$ cat src/rtl/subckt_sweep_ctrl_if.sv
// Handshake and result bundle between the harness/sub-circuit side and the
// sweep sequencer.
interface subckt_sweep_ctrl_if;
  logic        start;
  logic        abort;
  logic [3:0]  pat;
  logic        resp;
  logic        busy;
  logic        done;
  logic [15:0] truth;
  logic [3:0]  out_tgl;
  logic [4:0]  in_flip;

  modport master (output start, abort, resp,
                  input  pat, busy, done, truth, out_tgl, in_flip);
  modport slave  (input  start, abort, resp,
                  output pat, busy, done, truth, out_tgl, in_flip);
endinterface

$ cat src/rtl/subckt_sweep_ctrl.sv
// Exhaustive 16-pattern sweep of a 4-in/1-out sub-circuit: truth table capture
// plus output/input switching counts. Define GRAY_ORDER_EN for Gray stepping order.
module subckt_sweep_ctrl #(
  parameter int SETTLE_CYCLES = 2
) (
  input  logic               clk,
  input  logic               rst,
  subckt_sweep_ctrl_if.slave sw
);
  typedef enum logic [1:0] {IDLE, SETTLE, DONE} state_e;

  localparam logic [7:0] LAST = 8'(SETTLE_CYCLES - 1);

  state_e      state_q, state_d;
  logic [3:0]  idx_q, idx_d;
  logic [7:0]  wait_q, wait_d;
  logic [3:0]  pat_q, pat_d;
  logic [15:0] truth_q, truth_d;
  logic [3:0]  tgl_q, tgl_d;
  logic [4:0]  flip_q, flip_d;
  logic        prev_q, prev_d;

  logic [3:0]  ord_cur, ord_nxt, diff;
  logic [2:0]  pc;

  function automatic logic [3:0] ord(input logic [3:0] i);
`ifdef GRAY_ORDER_EN
    return i ^ (i >> 1);
`else
    return i;
`endif
  endfunction

  assign ord_cur = ord(idx_q);
  assign ord_nxt = ord(idx_q + 4'd1);
  assign diff    = ord_cur ^ ord_nxt;

  always_comb begin
    pc = '0;
    for (int k = 0; k < 4; k++) pc = pc + {2'b00, diff[k]};
  end

  always_ff @(posedge clk or posedge rst) begin
    if (rst) begin
      state_q <= IDLE;
      idx_q   <= '0;
      wait_q  <= '0;
      pat_q   <= '0;
      truth_q <= '0;
      tgl_q   <= '0;
      flip_q  <= '0;
      prev_q  <= 1'b0;
    end else begin
      state_q <= state_d;
      idx_q   <= idx_d;
      wait_q  <= wait_d;
      pat_q   <= pat_d;
      truth_q <= truth_d;
      tgl_q   <= tgl_d;
      flip_q  <= flip_d;
      prev_q  <= prev_d;
    end
  end

  always_comb begin
    state_d = state_q;
    idx_d   = idx_q;
    wait_d  = wait_q;
    pat_d   = pat_q;
    truth_d = truth_q;
    tgl_d   = tgl_q;
    flip_d  = flip_q;
    prev_d  = prev_q;
    case (state_q)
      IDLE: begin
        // abort outranks start, so a simultaneous pair leaves us idle
        if (sw.start && !sw.abort) begin
          state_d = SETTLE;
          truth_d = '0;
          tgl_d   = '0;
          flip_d  = '0;
          idx_d   = '0;
          wait_d  = '0;
          pat_d   = ord(4'd0);
        end
      end
      SETTLE: begin
        if (sw.abort) begin
          state_d = IDLE;
          pat_d   = '0;
        end else if (wait_q == LAST) begin
          truth_d[ord_cur] = sw.resp;
          prev_d           = sw.resp;
          if (idx_q != 4'd0 && sw.resp != prev_q) tgl_d = tgl_q + 4'd1;
          if (idx_q == 4'd15) begin
            state_d = DONE;
            pat_d   = '0;
          end else begin
            idx_d  = idx_q + 4'd1;
            wait_d = '0;
            pat_d  = ord_nxt;
            flip_d = flip_q + {2'b00, pc};
          end
        end else begin
          wait_d = wait_q + 8'd1;
        end
      end
      DONE: begin
        state_d = IDLE;
        pat_d   = '0;
      end
      default: state_d = IDLE;
    endcase
  end

  assign sw.pat     = pat_q;
  assign sw.busy    = (state_q == SETTLE);
  assign sw.done    = (state_q == DONE);
  assign sw.truth   = truth_q;
  assign sw.out_tgl = tgl_q;
  assign sw.in_flip = flip_q;
endmodule
$ cat src/flat_wrapper.sv
// flat-port wrapper written by rule: the top's interface ports become plain ports
module subckt_sweep_ctrl_flat 
#(
  parameter int SETTLE_CYCLES = 2
)
  (clk, rst, sw_start, sw_abort, sw_resp, sw_pat, sw_busy, sw_done, sw_truth, sw_out_tgl, sw_in_flip);
  subckt_sweep_ctrl_if sw_i ();
  input  logic clk;
  input  logic rst;
  input wire logic [$bits(sw_i.start)-1:0] sw_start;
  input wire logic [$bits(sw_i.abort)-1:0] sw_abort;
  input wire logic [$bits(sw_i.resp)-1:0] sw_resp;
  output wire logic [$bits(sw_i.pat)-1:0] sw_pat;
  output wire logic [$bits(sw_i.busy)-1:0] sw_busy;
  output wire logic [$bits(sw_i.done)-1:0] sw_done;
  output wire logic [$bits(sw_i.truth)-1:0] sw_truth;
  output wire logic [$bits(sw_i.out_tgl)-1:0] sw_out_tgl;
  output wire logic [$bits(sw_i.in_flip)-1:0] sw_in_flip;
  assign sw_i.start = sw_start;
  assign sw_i.abort = sw_abort;
  assign sw_i.resp = sw_resp;
  assign sw_pat = sw_i.pat;
  assign sw_busy = sw_i.busy;
  assign sw_done = sw_i.done;
  assign sw_truth = sw_i.truth;
  assign sw_out_tgl = sw_i.out_tgl;
  assign sw_in_flip = sw_i.in_flip;
  subckt_sweep_ctrl #(.SETTLE_CYCLES(SETTLE_CYCLES)) u_core (.clk(clk), .rst(rst), .sw(sw_i));
endmodule
$ cat config.mk
export PLATFORM = sky130hd
export DESIGN_NAME = subckt_sweep_ctrl_flat
export DESIGN_NICKNAME = d
export VERILOG_FILES = /design/src/rtl/subckt_sweep_ctrl_if.sv /design/src/rtl/subckt_sweep_ctrl.sv /design/src/flat_wrapper.sv
export SDC_FILE = /design/constraint.sdc
export NUM_CORES = 1
export LEC_CHECK = 0
export BUFFER_PORTS_ARGS = -buffer_cell sky130_fd_sc_hd__buf_2
export CAP_MARGIN = 20
export CORE_ASPECT_RATIO = 1.75
export CORE_MARGIN = 2
export CORE_UTILIZATION = 51
export CTS_CLUSTER_SIZE = 10
export DETAILED_ROUTE_END_ITERATION = 10
export PLACE_DENSITY_LB_ADDON = 0.3
export SETUP_SLACK_MARGIN = 0.05
export SLEW_MARGIN = 25
export SYNTH_ARGS = -nofsm -noshare
export SYNTH_HDL_FRONTEND = slang
export SYNTH_SLANG_ARGS = --single-unit
$ cat constraint.sdc
create_clock -name clk -period 2.6 [get_ports clk]
set_clock_uncertainty 0.05 [all_clocks]
set_input_delay 0.39 -clock clk [delete_from_list [all_inputs] [get_ports clk]]
set_output_delay 0.39 -clock clk [all_outputs]
set_load 0.02 [all_outputs]
==> results.toml, run 1 <==
[clock_tree]
postCtsHoldBufs = 0
path_clk_slew_ns = 0.08
cts_root_buffer = "clkbuf_8"
cts_buffers = 5
htreeDepth = 2
cts_sinks = 44
cts_tree = "yes"
cts_max_path_buffers = 2
insertion_delay_ns = 0.29

[placement]
detailed_place_hpwl_um = 4180
place_congestion = 0.823
dp.cells = 339
io_buffer_count = 35

[setup_path]
end_kind = "register"
r2r-start = "u_core.idx_q[1]$_DFFE_PP0P_"
crit_required_ns = 2.73
start_kind = "register"
path_class = "register to register"
setup.worst_path.start = "u_core.idx_q[1]$_DFFE_PP0P_"
arrival_ns = 2.85
crit_fanout = 2

[floorplan]
ioPinCount = 36
fp.dieH_um = 94.9
die-width_um = 55.9
die_area_um2 = 5300
rows = 33
core_area_um2 = 4620
start_util_pct = 52.0

[sta]
finalCritPeriodShare_pct = 105
slew_violations = 0
fmax_ghz = 0.367
max_slew_margin_pct = 55.6
fin_setup_tns_ns = -0.170
worst_slack_ns = -0.121
worst_slew_pin_slew_ns = 0.662
rsz0062_at_grt = "yes"
fin_crit_ns = 2.72
hold_viol = 0
finalSetupViolations = 2
whs_ns = 0.167

[synth]
yosys_warnings = 0
ys_top_cells_by_count = "dfrtp_1, nand2_1, and3_1"
synthCells = 245
ys_seq_area_share_pct = 45.8
syn-num-nets = 263
synthTopCellsByArea = "dfrtp_1, ha_1, nand2_1"
synth-main-ff-cell = "dfrtp_1"
yosysMostFrequentCell = "dfrtp_1"
synth-edff-count = 0
synth_top_area_share_pct = 45.8
yosysTopAreaCell = "dfrtp_1"
synthDistinctLibCells = 49
syn-cell-area_um2 = 2410
ys_ff_latch = 44
async_reset_ff_share_pct = 100
syn_area_per_cell_um2 = 9.82

[layout]
drive_above_1_share_pct = 27.4
fin_nets = 316
final_cell_count_no_fill = 351
num_antenna_cells = 0
area_delta_synth_final_pct = 20.6

[power_and_ir_drop]
max-vdd-ir-drop_uv = 384
clkPwrFrac_pct = 28.0
switching_power_uw = 487
internal_power_mw = 1.11
finalPower_mw = 1.59
p_leak_nw = 1.54
p_sw_share_pct = 30.6
power_frac_seq_pct = 47.1
combPwrFrac_pct = 24.9
powerDensity_nw_per_um2 = 549

[global_route]
grt_pass1_vias = 2072
grt_util_all_layers_pct = 22.6
grt_max_degree = 45
grt-ovfl-total = 0
antenna_found_initial = 0
grt_pass1_wl_um = 9370

[status]
status = "finished, violations left"
violations = "negative setup slack"

[drt]
firstDrtPassIters = 4
vias = 2069
totalWireLength_um = 5700
drt_iter0_drc = 57
drtAntennaViolNets = 0
viasPerCell = 5.89
wl_per_cell_um = 16.2
drc = 0

[flow_run]
cap_violations = 0

[worst_hold_path]
holdCritPathClass = "input pin to async pin"
==> per-layer routing <==
layer	up-vias	share of wire, %	wire length [um]	global-route usage, %
met1	1002	38	2150	24.6
met5	-	0	0	0
li1	998	-	-	-
met3	19	4.1	231	3.70
met2	50	55	3130	42.3
met4	0	3.3	190	10.3
==> power groups by stage <==
stage	clock network, mW	logic [mW]	registers (mW)
global placement	0	0.351	0.762
detailed placement	0	0.360	0.764
CTS	0.454	0.376	0.750
floorplan	0	0.220	0.780
finish	0.445	0.397	0.751
global route	0.489	0.440	0.756
==> critical path, cell delays in order, from the launching register on <==
cell,delay (ns)
dfrtp_2,0.42
inv_2,0.08
ha_4,0.22
xor2_4,0.15
fa_1,0.47
inv_1,0.08
ha_2,0.19
inv_2,0.04
fa_2,0.34
nor2b_1,0.12
o21a_1,0.14
a31oi_1,0.08
a211o_1,0.23
==> cells by family (layout without fill, tap and decap cells) <==
group | Yosys count | in the layout | share of synthesized area (%)
fa+ha+maj | 13 | 13 | 7.38
mux | 1 | 1 | 0.416
simple gates | 102 | 102 | 23.7
flops | 44 | 44 | 45.8
buf+inv | 20 | 74 | 3.43
compound gates | 61 | 61 | 17.8
xor+xnor | 4 | 4 | 1.46
==> registers in the layout (all words and copies together), names as in the netlist <==
name and count:
u_core.sw.pat 4, u_core.prev_q 1, u_core.sw.truth 16, u_core.wait_q 8, u_core.state_q 2, u_core.idx_q 4
u_core.sw.in_flip 5, u_core.sw.out_tgl 4
==> area by class of cell <==
class / instances / area, um2
clock buffers: 6 / 82.6
well taps: 52 / 65.1
flip-flops and latches: 44 / 1100
inverters: 14 / 52.6
repair buffers: 52 / 303
multi-input cells: 181 / 1290
fillers: 412 / 1720
clock inverters: 2 / 10.0
==> layout by cell type (no fill, tap or decap), drive strengths merged, types with 2 or more instances in the layout <==
cell     netlist  final
a31o           2      2
nand4          5      5
a211o          3      3
nand2b         4      4
buf            1     52
nor3           6      6
dfrtp         44     44
nand3          8      8
or4b           2      2
clkinv         1      4
and4           4      4
xor2           4      4
nor2b          4      4
a21oi          3      3
inv           13     12
o22ai         14     14
a31oi          2      2
a41o           2      2
clkbuf         5      6
a2bb2oi        2      2
and3          16     16
nand2         30     30
ha            11     11
nor4b          3      3
o21ai         11     11
nor2          14     14
a32o           2      2
a22o           4      4
fa             2      2
a21o          10     10
==> through the flow <==
step | setup slack [ns] | instance area (um2) | util, %
6_report | -0.121 | 2900 | 62.8
5_1_grt | -0.268 | 2900 | 62.8
4_1_cts | -0.0925 | 2870 | 62.1
3_5_place_dp | -0.0725 | 2750 | 59.4
3_3_place_gp | 0.00851 | 2750 | 59.4
2_1_floorplan | -0.0435 | 2440 | -
==> final timing paths <==
check / slack, ns / endpoint / cells after the start
setup / recovery: -0.12 / u_core.sw.in_flip[4]$_DFFE_PP0P_ / 12
hold / removal: 0.17 / u_core.sw.out_tgl[0]$_DFFE_PP0P_ / 3
setup reg to reg: -0.12 / u_core.sw.in_flip[4]$_DFFE_PP0P_ / 12
hold reg to reg: 0.43 / u_core.sw.pat[3]$_DFFE_PP0P_ / 1
max in group asynchronous: 1.93 / u_core.idx_q[1]$_DFFE_PP0P_ / 3
min in group clk: 0.43 / u_core.sw.pat[3]$_DFFE_PP0P_ / 1
==> timing repair <==
item                                    4_1_cts  5_1_grt
cloned                                        0        0
endpoints found under the setup margin        3        3
pin swaps                                     7        3
setup buffers                                 4        0
gates resized for setup                       1        4
hold endpoints to repair                      0        0
(Power assumes the default switching activity.)
==> run 2: changes to the inputs <==
--- a/config.mk
+++ b/config.mk
@@ -9,11 +9,12 @@
 export CAP_MARGIN = 20
 export CORE_ASPECT_RATIO = 1.75
 export CORE_MARGIN = 2
-export CORE_UTILIZATION = 51
+export CORE_UTILIZATION = 56
 export CTS_CLUSTER_SIZE = 10
 export DETAILED_ROUTE_END_ITERATION = 10
 export PLACE_DENSITY_LB_ADDON = 0.3
 export SETUP_SLACK_MARGIN = 0.05
+export SKIP_LAST_GASP = 1
 export SLEW_MARGIN = 25
 export SYNTH_ARGS = -nofsm -noshare
 export SYNTH_HDL_FRONTEND = slang
==> constraint.sdc (replaced) <==
create_clock -name clk -period 2.8 [get_ports clk]
set_clock_uncertainty 0.05 [all_clocks]
set_input_delay 0.42 -clock clk [delete_from_list [all_inputs] [get_ports clk]]
set_output_delay 0.42 -clock clk [all_outputs]
set_load 0.02 [all_outputs]
==> results.toml, run 2 (synthesized netlist as in run 1, its figures left out) <==
[clock_tree]
htreeDepth = 2
cts_tree = "yes"
cts_sinks = 44
cts_max_path_buffers = 2
postCtsHoldBufs = 0
cts_buffers = 5
path_clk_slew_ns = 0.10
insertion_delay_ns = 0.30
cts_root_buffer = "clkbuf_8"

[sta]
finalSetupViolations = 0
fin_crit_ns = 2.77
hold_viol = 0
slew_violations = 0
finalCritPeriodShare_pct = 99.1
fmax_ghz = 0.360
max_slew_margin_pct = 55.2
rsz0062_at_grt = "yes"
fin_setup_tns_ns = 0
worst_slew_pin_slew_ns = 0.667

[setup_path]
arrival_ns = 2.91
reg2reg_slack_ns = 0.03
path_class = "register to register"
end_kind = "register"
start_kind = "register"
crit_fanout = 2
crit_required_ns = 2.94

[layout]
fin_nets = 309
num_antenna_cells = 0
final_common_cell = "dfrtp_1"
fillers = 347
drive_above_1_share_pct = 24.7
area_delta_synth_final_pct = 17.9
final_cell_count_no_fill = 341
layout_common_cells = "dfrtp_1, buf_2, nand2_1"
final_core_util_pct = 68.3
largest_reg_flops = 16

[placement]
io_buffer_count = 35
dp.cells = 328
place_congestion = 0.782
detailed_place_hpwl_um = 4200

[power_and_ir_drop]
max-vdd-ir-drop_uv = 515
powerDensity_nw_per_um2 = 543
p_leak_nw = 1.52
finalPower_mw = 1.54

[floorplan]
die_area_um2 = 4860
core_area_um2 = 4150
rows = 31
fp.dieH_um = 90.7
ioPinCount = 36
start_util_pct = 58.0
die-width_um = 53.6

[drt]
firstDrtPassIters = 4
viasPerCell = 6.16
drtAntennaViolNets = 0
wl_per_cell_um = 16.7
drc = 0
totalWireLength_um = 5690
vias = 2101
drt_iter0_drc = 37

[global_route]
grt_pass1_wl_um = 9310
grt_pass1_vias = 2026
grt_util_all_layers_pct = 25.6
antenna_found_initial = 0
grt-ovfl-total = 0
grt_max_degree = 32

[status]
status = "finished clean"

[flow_run]
cap_violations = 0

[worst_hold_path]
holdCritPathClass = "input pin to async pin"
## run 2: power breakdown
part           total (mW)  internal [mW]  switching (mW)
clock network       0.511          0.269           0.242
registers           0.696          0.667          0.0287
logic               0.332          0.140           0.192
total                1.54           1.08           0.463
## run 2: path summary, 6_finish.rpt
kind | from | endpoint | cells after the start
max | u_core.idx_q[1]$_DFFE_PP0P_ | u_core.sw.in_flip[4]$_DFFE_PP0P_ | 12
min | rst | u_core.sw.truth[13]$_DFFE_PP0P_ | 2
max reg2reg | u_core.idx_q[1]$_DFFE_PP0P_ | u_core.sw.in_flip[4]$_DFFE_PP0P_ | 12
min reg2reg | u_core.sw.pat[3]$_DFFE_PP0P_ | u_core.sw.pat[3]$_DFFE_PP0P_ | 1
max in group asynchronous | rst | u_core.sw.pat[1]$_DFFE_PP0P_ | 3
min in group clk | u_core.sw.pat[3]$_DFFE_PP0P_ | u_core.sw.pat[3]$_DFFE_PP0P_ | 1
## run 2: per-layer routing
metal  vias up  global-route usage, %  routed length, um  part of all wire, %
met1      1037                   28.1               2160                   38
met2        53                   46.4               3210                   56
li1        996                      -                  -                    -
met4         0                   10.0                159                  2.8
met3        15                   3.64                165                  2.9
met5         -                      0                  0                    0
## run 2: critical path, stage by stage, from the launching register on
cell and delay, ns:
dfrtp_2 0.42, inv_2 0.08, ha_4 0.21, xor2_2 0.19
fa_1 0.48, inv_1 0.07, ha_2 0.19, inv_2 0.04
fa_2 0.36, nor2b_1 0.12, o21a_1 0.13, a31oi_1 0.08
a211o_1 0.23
## run 2: layout make-up
type,instances,area [um2],share of cell area (%)
clock inverters,3,46.3,1.63
well taps,49,61.3,2.16
flip-flops and latches,44,1100,38.9
clock buffers,5,68.8,2.43
repair buffers,45,250,8.82
inverters,14,53.8,1.90
multi-input cells,181,1250,44.2
## run 2: metrics by stage
stage | hold slack (ns) | area [um2] | worst slack (ns)
2_1_floorplan | 0.420 | 2430 | 0.0606
3_3_place_gp | 0.406 | 2670 | 0.0551
3_5_place_dp | 0.414 | 2670 | -0.0247
4_1_cts | 0.0970 | 2810 | 0.0505
5_1_grt | 0.126 | 2840 | -0.0700
6_report | 0.0727 | 2840 | 0.0255
## run 2: repair_timing
item                                   4_1_cts  5_1_grt
cloned                                       0        0
gates resized for setup                      4        2
setup endpoints to repair                    2        2
pin swaps                                    2        7
endpoints found under the hold margin        0        0
buffers inserted                             2        3
==> run 3: changes to the inputs <==
--- a/config.mk
+++ b/config.mk
@@ -12,6 +12,7 @@
 export CORE_UTILIZATION = 56
 export CTS_CLUSTER_SIZE = 10
 export DETAILED_ROUTE_END_ITERATION = 10
+export MAX_ROUTING_LAYER = met4
 export PLACE_DENSITY_LB_ADDON = 0.3
 export SETUP_SLACK_MARGIN = 0.05
 export SKIP_LAST_GASP = 1
==> results.toml, run 3 (synthesized netlist as in run 1, its figures left out) <==
[worst_hold_path]
holdCritPathClass = "input pin to async pin"

[sta]
fmax_ghz = 0.360
hold_viol = 0
worst_slew_pin_slew_ns = 0.668
slew_violations = 0
whs_ns = 0.0730
finalSetupViolations = 0
max_slew_margin_pct = 55.2
rsz0062_at_grt = "yes"
fin_crit_ns = 2.77
finalCritPeriodShare_pct = 99.1

[power_and_ir_drop]
p_sw_share_pct = 30.2
internal_power_mw = 1.08
clkPwrFrac_pct = 33.3
combPwrFrac_pct = 21.6
power_frac_seq_pct = 45.1
switching_power_uw = 465
p_leak_nw = 1.52
max-vdd-ir-drop_uv = 515
powerDensity_nw_per_um2 = 544

[setup_path]
critical-path-max-stage-delay_ns = 0.48
start_kind = "register"
path_cells = "inv_2, ha_4, xor2_2, fa_1, inv_1, ha_2, inv_2, fa_2, nor2b_1, o21a_1, a31oi_1, a211o_1"
crit_required_ns = 2.94
r2r_cells = 12
crit_buf_inv = 3
crit_fanout = 2
path_class = "register to register"
r2r-start = "u_core.idx_q[1]$_DFFE_PP0P_"
reg2reg_slack_ns = 0.03
r2r-end = "u_core.sw.in_flip[4]$_DFFE_PP0P_"
arrival_ns = 2.91
end_kind = "register"
cp_common_cell = "inv_2"
cp_top_family = "adder cells"
cpMaxStageDelayCell = "fa_1"

[placement]
io_buffer_count = 35
detailed_place_hpwl_um = 4200
place_congestion = 0.792

[clock_tree]
cts_tree = "yes"
postCtsHoldBufs = 0
cts_sinks = 44
insertion_delay_ns = 0.30
cts_max_path_buffers = 2
cts_root_buffer = "clkbuf_8"
path_clk_slew_ns = 0.10
cts_buffers = 5
htreeDepth = 2

[layout]
final_common_cell = "dfrtp_1"
layout_common_cells = "dfrtp_1, buf_2, nand2_1"
final_core_util_pct = 68.3
num_antenna_cells = 0
largest_reg_flops = 16
area_delta_synth_final_pct = 17.9
drive_above_1_share_pct = 24.7
fin_nets = 309

[drt]
firstDrtPassIters = 4
met2WireLength_um = 3240
totalWireLength_um = 5700
vias = 2096
viasPerCell = 6.15
wl_per_cell_um = 16.7
drtAntennaViolNets = 0
wl_met3_um = 171
drc = 0
met1_length_um = 2130
topRoutingLayerUsed = "met4"
drt_iter0_drc = 37

[floorplan]
rows = 31
core_area_um2 = 4150
start_util_pct = 58.0
die_area_um2 = 4860
fp.dieH_um = 90.7
ioPinCount = 36
die-width_um = 53.6

[status]
status = "finished clean"

[global_route]
grt_pass1_wl_um = 9320
grt_util_all_layers_pct = 26.3
antenna_found_initial = 0
grt-ovfl-total = 0
grt_max_degree = 32
grt_pass1_vias = 2023

[flow_run]
cap_violations = 0
[run 3: cell counts in the layout (fill, tap and decap cells not counted)]
No cell type changed its count.
[run 3: power by group through the flow]
stage               combinational, mW  sequential, mW  clock (mW)
finish                          0.332           0.696       0.513
global route                    0.368           0.702       0.540
CTS                             0.315           0.696       0.516
detailed placement              0.306           0.707           0
global placement                0.298           0.707           0
floorplan                       0.201           0.724           0
[run 3: worst max-delay path by stage]
stage | startpoint | end | slack, ns | cells past startpoint
finish | u_core.idx_q[1]$_DFFE_PP0P_ | u_core.sw.in_flip[4]$_DFFE_PP0P_ | 0.03 | 12
CTS | u_core.idx_q[0]$_DFFE_PP0P_ | u_core.sw.in_flip[4]$_DFFE_PP0P_ | 0.05 | 12
floorplan | u_core.idx_q[1]$_DFFE_PP0P_ | u_core.sw.in_flip[4]$_DFFE_PP0P_ | 0.06 | 12
global placement | u_core.idx_q[1]$_DFFE_PP0P_ | u_core.sw.in_flip[4]$_DFFE_PP0P_ | 0.06 | 12
detailed placement | u_core.idx_q[0]$_DFFE_PP0P_ | u_core.sw.in_flip[4]$_DFFE_PP0P_ | -0.02 | 12
global route | u_core.idx_q[1]$_DFFE_PP0P_ | u_core.sw.in_flip[4]$_DFFE_PP0P_ | -0.07 | 12
[run 3: final cells by class]
cell class,instances,area (um2)
Clock buffer,5,68.8
Timing Repair Buffer,45,250
Inverter,14,53.8
Sequential cell,44,1100
Fill cell,347,1310
Multi-Input combinational cell,181,1250
Clock inverter,3,46.3
Tap cell,49,61.3
[run 3: per-stage QoR]
step / setup WS [ns] / cells / area (um2) / power [mW] / setup TNS (ns)
3_3_place_gp: 0.0551 / 328 / 2670 / 1.00 / 0
6_report: 0.0260 / 341 / 2840 / 1.54 / 0
4_1_cts: 0.0505 / 338 / 2810 / 1.53 / 0
2_1_floorplan: 0.0606 / 245 / 2430 / 0.925 / 0
3_5_place_dp: -0.0247 / 328 / 2670 / 1.01 / -0.0247
5_1_grt: -0.0700 / 341 / 2840 / 1.61 / -0.147
[run 3: repair_timing]
| item | CTS | global route |
|---|---|---|
| setup buffers | 2 | 3 |
| gates resized for setup | 4 | 2 |
| pin swaps | 2 | 7 |
| setup endpoints to repair | 2 | 2 |
[run 3: layer usage]
| metal | GRT usage [%] | vias up |
|---|---|---|
| met4 | 10.0 | 0 |
| li1 | - | 996 |
| met3 | 3.64 | 15 |
| met5 | - | - |
| met1 | 28.1 | 1037 |
| met2 | 46.4 | 48 |
